[config.mk]
export PLATFORM = sky130hd
export DESIGN_NAME = uart_rx_fifo_flat
export DESIGN_NICKNAME = d
export VERILOG_FILES = /design/src/rtl/uart_rx_fifo_if.sv /design/src/rtl/uart_rx_fifo.sv /design/src/flat_wrapper.sv
export SDC_FILE = /design/constraint.sdc
export NUM_CORES = 1
export LEC_CHECK = 0
export ABC_AREA = 1
export BUFFER_PORTS_ARGS = -buffer_cell sky130_fd_sc_hd__buf_2
export CAP_MARGIN = 5
export CORE_MARGIN = 2
export CORE_UTILIZATION = 50
export CTS_BUF_LIST = sky130_fd_sc_hd__clkbuf_8
export CTS_CLUSTER_DIAMETER = 120
export DETAILED_ROUTE_END_ITERATION = 12
export PLACE_DENSITY = 0.67
export SYNTH_ARGS = -nofsm -noshare
export SYNTH_HDL_FRONTEND = slang
export SYNTH_SLANG_ARGS = --single-unit
[constraint.sdc]
create_clock -name uart_samplig_clk -period 3 [get_ports uart_samplig_clk]
set_input_delay 0.6 -clock uart_samplig_clk [delete_from_list [all_inputs] [get_ports uart_samplig_clk]]
set_output_delay 0.6 -clock uart_samplig_clk [all_outputs]
set_load 0.1 [all_outputs]
[src/rtl/uart_rx_fifo_if.sv]
// Handshake bundle between uart_receiver, the RX byte FIFO and uart_transmitter.
// slave is the FIFO side; master is the producer/consumer side.
interface uart_rx_fifo_if #(
  parameter int DATA_WIDTH = 8
);
  logic                  in_valid;
  logic                  in_ready;
  logic [DATA_WIDTH-1:0] in_data;
  logic                  out_valid;
  logic                  out_ready;
  logic [DATA_WIDTH-1:0] out_data;

  modport master (
    output in_valid, in_data, out_ready,
    input  in_ready, out_valid, out_data
  );

  modport slave (
    input  in_valid, in_data, out_ready,
    output in_ready, out_valid, out_data
  );
endinterface

[src/rtl/uart_rx_fifo.sv]
// Byte FIFO absorbing received UART characters while the transmitter is busy.
// Wrap-bit pointers give full/empty/count; sticky overflow marks a dropped byte.
module uart_rx_fifo #(
  parameter int DATA_WIDTH = 8,
  parameter int DEPTH      = 16,
  parameter int ADDR_WIDTH = 4
) (
  input  logic                  uart_samplig_clk,
  input  logic                  reset,
  input  logic                  clear,
  uart_rx_fifo_if.slave         bus,
  output logic [ADDR_WIDTH:0]   count,
  output logic                  full,
  output logic                  empty,
  output logic                  overflow
);

  localparam logic [ADDR_WIDTH:0] PTR_INC = (ADDR_WIDTH+1)'(1);

  logic [DATA_WIDTH-1:0] mem_q [DEPTH];
  logic [ADDR_WIDTH:0]   wr_ptr_q, wr_ptr_d;
  logic [ADDR_WIDTH:0]   rd_ptr_q, rd_ptr_d;
  logic                  overflow_q, overflow_d;
  logic                  push, pop;

  assign empty    = (wr_ptr_q == rd_ptr_q);
  assign full     = (wr_ptr_q[ADDR_WIDTH-1:0] == rd_ptr_q[ADDR_WIDTH-1:0]) &&
                    (wr_ptr_q[ADDR_WIDTH] != rd_ptr_q[ADDR_WIDTH]);
  assign count    = wr_ptr_q - rd_ptr_q;
  assign overflow = overflow_q;

  assign bus.in_ready  = !full;
  assign bus.out_valid = !empty;
  assign bus.out_data  = mem_q[rd_ptr_q[ADDR_WIDTH-1:0]];

  assign push = bus.in_valid && !full;
  assign pop  = bus.out_ready && !empty;

  always_comb begin
    wr_ptr_d   = wr_ptr_q;
    rd_ptr_d   = rd_ptr_q;
    overflow_d = overflow_q;
    if (clear) begin
      wr_ptr_d   = '0;
      rd_ptr_d   = '0;
      overflow_d = 1'b0;
    end else begin
      if (push) wr_ptr_d = wr_ptr_q + PTR_INC;
      if (pop)  rd_ptr_d = rd_ptr_q + PTR_INC;
      // Receiver ignores backpressure: a byte offered while full is lost.
      if (bus.in_valid && full) overflow_d = 1'b1;
    end
  end

  always_ff @(posedge uart_samplig_clk or negedge reset) begin
    if (!reset) begin
      wr_ptr_q   <= '0;
      rd_ptr_q   <= '0;
      overflow_q <= 1'b0;
    end else begin
      wr_ptr_q   <= wr_ptr_d;
      rd_ptr_q   <= rd_ptr_d;
      overflow_q <= overflow_d;
    end
  end

  always_ff @(posedge uart_samplig_clk) begin
    if (push && !clear) mem_q[wr_ptr_q[ADDR_WIDTH-1:0]] <= bus.in_data;
  end

endmodule

[src/flat_wrapper.sv]
// flat-port wrapper written by rule: the top's interface ports become plain ports
module uart_rx_fifo_flat 
#(
  parameter int DATA_WIDTH = 8,
  parameter int DEPTH      = 16,
  parameter int ADDR_WIDTH = 4
)
  (uart_samplig_clk, reset, clear, count, full, empty, overflow, bus_in_valid, bus_in_data, bus_out_ready, bus_in_ready, bus_out_valid, bus_out_data);
  uart_rx_fifo_if #(.DATA_WIDTH(DATA_WIDTH)) bus_i ();
  input  logic uart_samplig_clk;
  input  logic reset;
  input  logic clear;
  output logic [ADDR_WIDTH:0] count;
  output logic full;
  output logic empty;
  output logic overflow;
  input wire logic [$bits(bus_i.in_valid)-1:0] bus_in_valid;
  input wire logic [$bits(bus_i.in_data)-1:0] bus_in_data;
  input wire logic [$bits(bus_i.out_ready)-1:0] bus_out_ready;
  output wire logic [$bits(bus_i.in_ready)-1:0] bus_in_ready;
  output wire logic [$bits(bus_i.out_valid)-1:0] bus_out_valid;
  output wire logic [$bits(bus_i.out_data)-1:0] bus_out_data;
  assign bus_i.in_valid = bus_in_valid;
  assign bus_i.in_data = bus_in_data;
  assign bus_i.out_ready = bus_out_ready;
  assign bus_in_ready = bus_i.in_ready;
  assign bus_out_valid = bus_i.out_valid;
  assign bus_out_data = bus_i.out_data;
  uart_rx_fifo #(.DATA_WIDTH(DATA_WIDTH), .DEPTH(DEPTH), .ADDR_WIDTH(ADDR_WIDTH)) u_core (.uart_samplig_clk(uart_samplig_clk), .reset(reset), .clear(clear), .bus(bus_i), .count(count), .full(full), .empty(empty), .overflow(overflow));
endmodule
==> summary.md <==
| Metric | Value |
|---|---|
| Number of synthesized flops with an enable pin | `between 100 and 150` |
| DRC errors left | `0` |
| Dpl cell area | `about 7100 um2` |
| Commonest cells in the netlist | `237 x nand2_1, 134 x inv_1, 128 x edfxtp_1` |
| Status | `finished clean` |
| Pre-antenna DRT Iters | `4` |
| Pwr Density | `663 nW/um2` |
| Slew Limit Fails | `0` |
| Port bufs | `30` |
| Antenna Nets Post-Route | `0` |
| Startpoint types | `flip-flop` |
| CTS sink count | `139` |
| Final Hold Fails | `0` |
| Design Area, Final | `7520 um2` |
| Grt ovf | `0` |
| Skew final | `0.0132 ns` |
| Syn Inst Count | `about 700` |
| Syn. warnings | `0` |
| Core area | `12700 um2` |
| Antenna diodes | `0` |
| Initial DRC Count | `344` |
| CP Capture Type | `output port` |
| Ports | `31` |
| Non-Filler Instances | `919` |
| Inserted Clock Buffers | `17` |
| FF+latch count, synth | `139` |
| H-tree depth | `4` |
| Die Span Y | `119 um` |
| Root Buffer | `clkbuf_8` |
| Async set-reset flop share out of synthesis | `0.0791` |
| Final setup TNS | `0 ns` |
| Count leader, synth | `nand2_1` |
| Crit path buf inv count | `3` |
| Top delay family on crit path | `adder cells` |
| CTS tree | `yes` |
| Top cell type by total area after synthesis | `edfxtp_1` |
| Vias per std cell | `5.03` |
| Synth Flop Type | `edfxtp_1` |
| CP max-delay cell | `dfrtp_1` |
| Die width | `119 um` |
| Die area | `14100 um2` |
| Worst EP required | `around 2.4 ns` |
| Area Overhead vs Synth | `14.1%` |
| CTS Buffer Depth | `2` |
| Synth Cell Area | `6590 um2` |
| Max IR drop VDD | `around 550 uV` |
| Max-slew headroom | `0.546` |
| Max Cap Viol | `0` |
| Post_cts resized | `0` |
| First-pass GRT wire length | `approximately 24000 um` |
| Pin count of the biggest net entering global routing | `51` |
| Hold buffers post-CTS | `0` |
| Post-CTS Setup Bufs | `0` |
| Critical Path Fanout Max | `5` |
| Period utilization | `0.943` |
| Critical path arrival | `around 2.2 ns` |
| Yosys top cell area share | `0.583` |
| Synth cell types | `28` |
| Initial Util | `0.518` |
| GPL Wtd Cong | `a little under 0.9` |
| Avg Synthesized Cell Area | `about 9.5 um2` |
| Period minus WS final | `around 2.8 ns` |
| Crit Path Class | `reg -> out` |
| Number of core rows | `approximately 40` |
| Final #Nets | `757` |
| Pin slew with the least headroom to its limit | `0.679 ns` |
| Fmax | `353 MHz` |
| Type of the tightest min-delay check | `in -> async` |
| Reg clk slew, reported paths | `0.08 ns` |
| Share of cells above drive strength 1 | `0.134` |
| Leakage | `3.40 nW` |
| Synthesized net count | `~720` |
| Final setup viols | `0` |
| WL per Instance | `16.0 um` |
| Overall Global Routing Usage | `0.220` |
| Post-DP HPWL | `approximately 9300 um` |
| R2r startpoint | `u_core.wr_ptr_q[2]$_DFFE_PN0P_` |
| # placed instances | `887` |
| Largest stage delay on the critical path | `0.43 ns` |
| Largest cells by area after synthesis | `edfxtp_1 58%, nand2_1 13%, inv_1 7.6%, nand3_1 7.4%, dfrtp_1 4.2%` |
| Critical Path Source | `u_core.wr_ptr_q[0]$_DFFE_PN0P_` |
| Critical path cell sequence | `inv_2, ha_1, inv_1, fa_1, nand3_1, nand2_1, xor2_2, buf_12` |
| Routed wire length | `14700 um` |
| Routed vias | `4619` |
| Seq/Total Area, Yosys | `0.625` |
| Worst skew pair latency | `between 0.4 and 0.5 ns` |
| Initial antenna violation count | `0` |
| Unrepaired setup endpoints after global routing | `false` |
| Via count of the first global-routing pass | `~4600` |
==> cell type report <==
| cell class | instances | area [um2] |
|---|---|---|
| clock buffers | 17 | 234 |
| clock inverters | 15 | 186 |
| fillers | 1121 | 5200 |
| inverters | 140 | 532 |
| multi-input cells | 390 | 1830 |
| flip-flops and latches | 139 | 4120 |
| well taps | 172 | 215 |
| repair buffers | 46 | 404 |
==> through the flow <==
| step | total power, mW | hold slack (ns) | setup slack (ns) | utilization |
|---|---|---|---|---|
| floorplan | 3.09 | 0.304 | 0.0816 | - |
| global placement | 3.42 | 0.494 | 0.619 | 0.558 |
| detailed placement | 3.43 | 0.493 | 0.572 | 0.558 |
| CTS | 5.01 | 0.0101 | 0.0789 | 0.591 |
| global route | 5.17 | 0.0261 | 0.0137 | 0.591 |
| finish | 4.98 | 0.0246 | 0.171 | 0.591 |
==> cells in the final DEF, fill, tap and decap left out <==
cell type / netlist / layout
bufinv_16: 0 / 4
clkbuf_8: 0 / 17
edfxtp_1: 128 / 128
nand3_1: 97 / 97
ha_1: 9 / 9
inv_6: 0 / 1
clkinv_4: 0 / 2
nand2_2: 1 / 2
inv_4: 1 / 1
buf_2: 18 / 23
nor2_4: 1 / 1
o21ai_0: 1 / 1
nor2_2: 10 / 10
fa_1: 1 / 1
nand2_1: 237 / 236
inv_1: 134 / 136
nand2_4: 2 / 2
nand4_1: 4 / 4
clkinvlp_4: 0 / 3
buf_4: 1 / 13
a21oi_1: 3 / 3
nand3_4: 1 / 1
dfrtp_2: 0 / 1
xnor2_1: 1 / 1
xor2_1: 7 / 4
dfrtp_1: 11 / 10
a21boi_0: 1 / 1
nor3_1: 2 / 2
buf_6: 0 / 1
clkinv_1: 2 / 2
buf_12: 1 / 9
xor2_2: 0 / 3
nor2_1: 12 / 12
inv_2: 3 / 4
clkinv_2: 0 / 2
==> registers in the layout (all words and copies together) (netlist names) <==
| signal | cells |
|---|---|
| u_core.mem_q | 128 |
| u_core.rd_ptr_q | 5 |
| u_core.wr_ptr_q | 5 |
| u_core.overflow | 1 |
==> kinds of logic (layout without fill, tap and decap cells) <==
group,after synthesis,count (layout),share of synthesized area
AO/OA/AOI/OAI,5,5,0.00417
XOR/XNOR,8,8,0.0106
adder cells (fa/ha/maj),10,10,0.0201
buffers and inverters,166,218,0.101
flip-flops,139,139,0.625
AND/OR/NAND/NOR,367,367,0.239
==> where the power goes <==
part           switching [mW]  internal [mW]  total [mW]
Combinational           0.926          0.319        1.24
Clock                   0.699          0.894        1.59
Sequential             0.0128           2.13        2.15
Total                    1.64           3.35        4.98
==> routing by layer <==
layer  vias up  GRT usage  share of wire
met5         -          0              0
met1      2177      0.287           0.44
li1       2265          -              -
met4         0     0.0781          0.015
met3        20     0.0556          0.061
met2       157      0.361           0.49
==> worst paths after layout <==
path	endpoint	slack, ns	cells past startpoint
max	count[4]	0.17	8
min	u_core.rd_ptr_q[4]$_DFFE_PN0P_	0.02	1
max reg2reg	u_core.mem_q[9][1]$_DFFE_PP_	0.62	8
min reg2reg	u_core.overflow$_DFFE_PN0P_	0.52	2
max in group asynchronous	u_core.rd_ptr_q[0]$_DFFE_PN0P_	2.74	1
min in group uart_samplig_clk	u_core.overflow$_DFFE_PN0P_	0.41	2
Note: power is estimated with default switching activity, not from simulation.
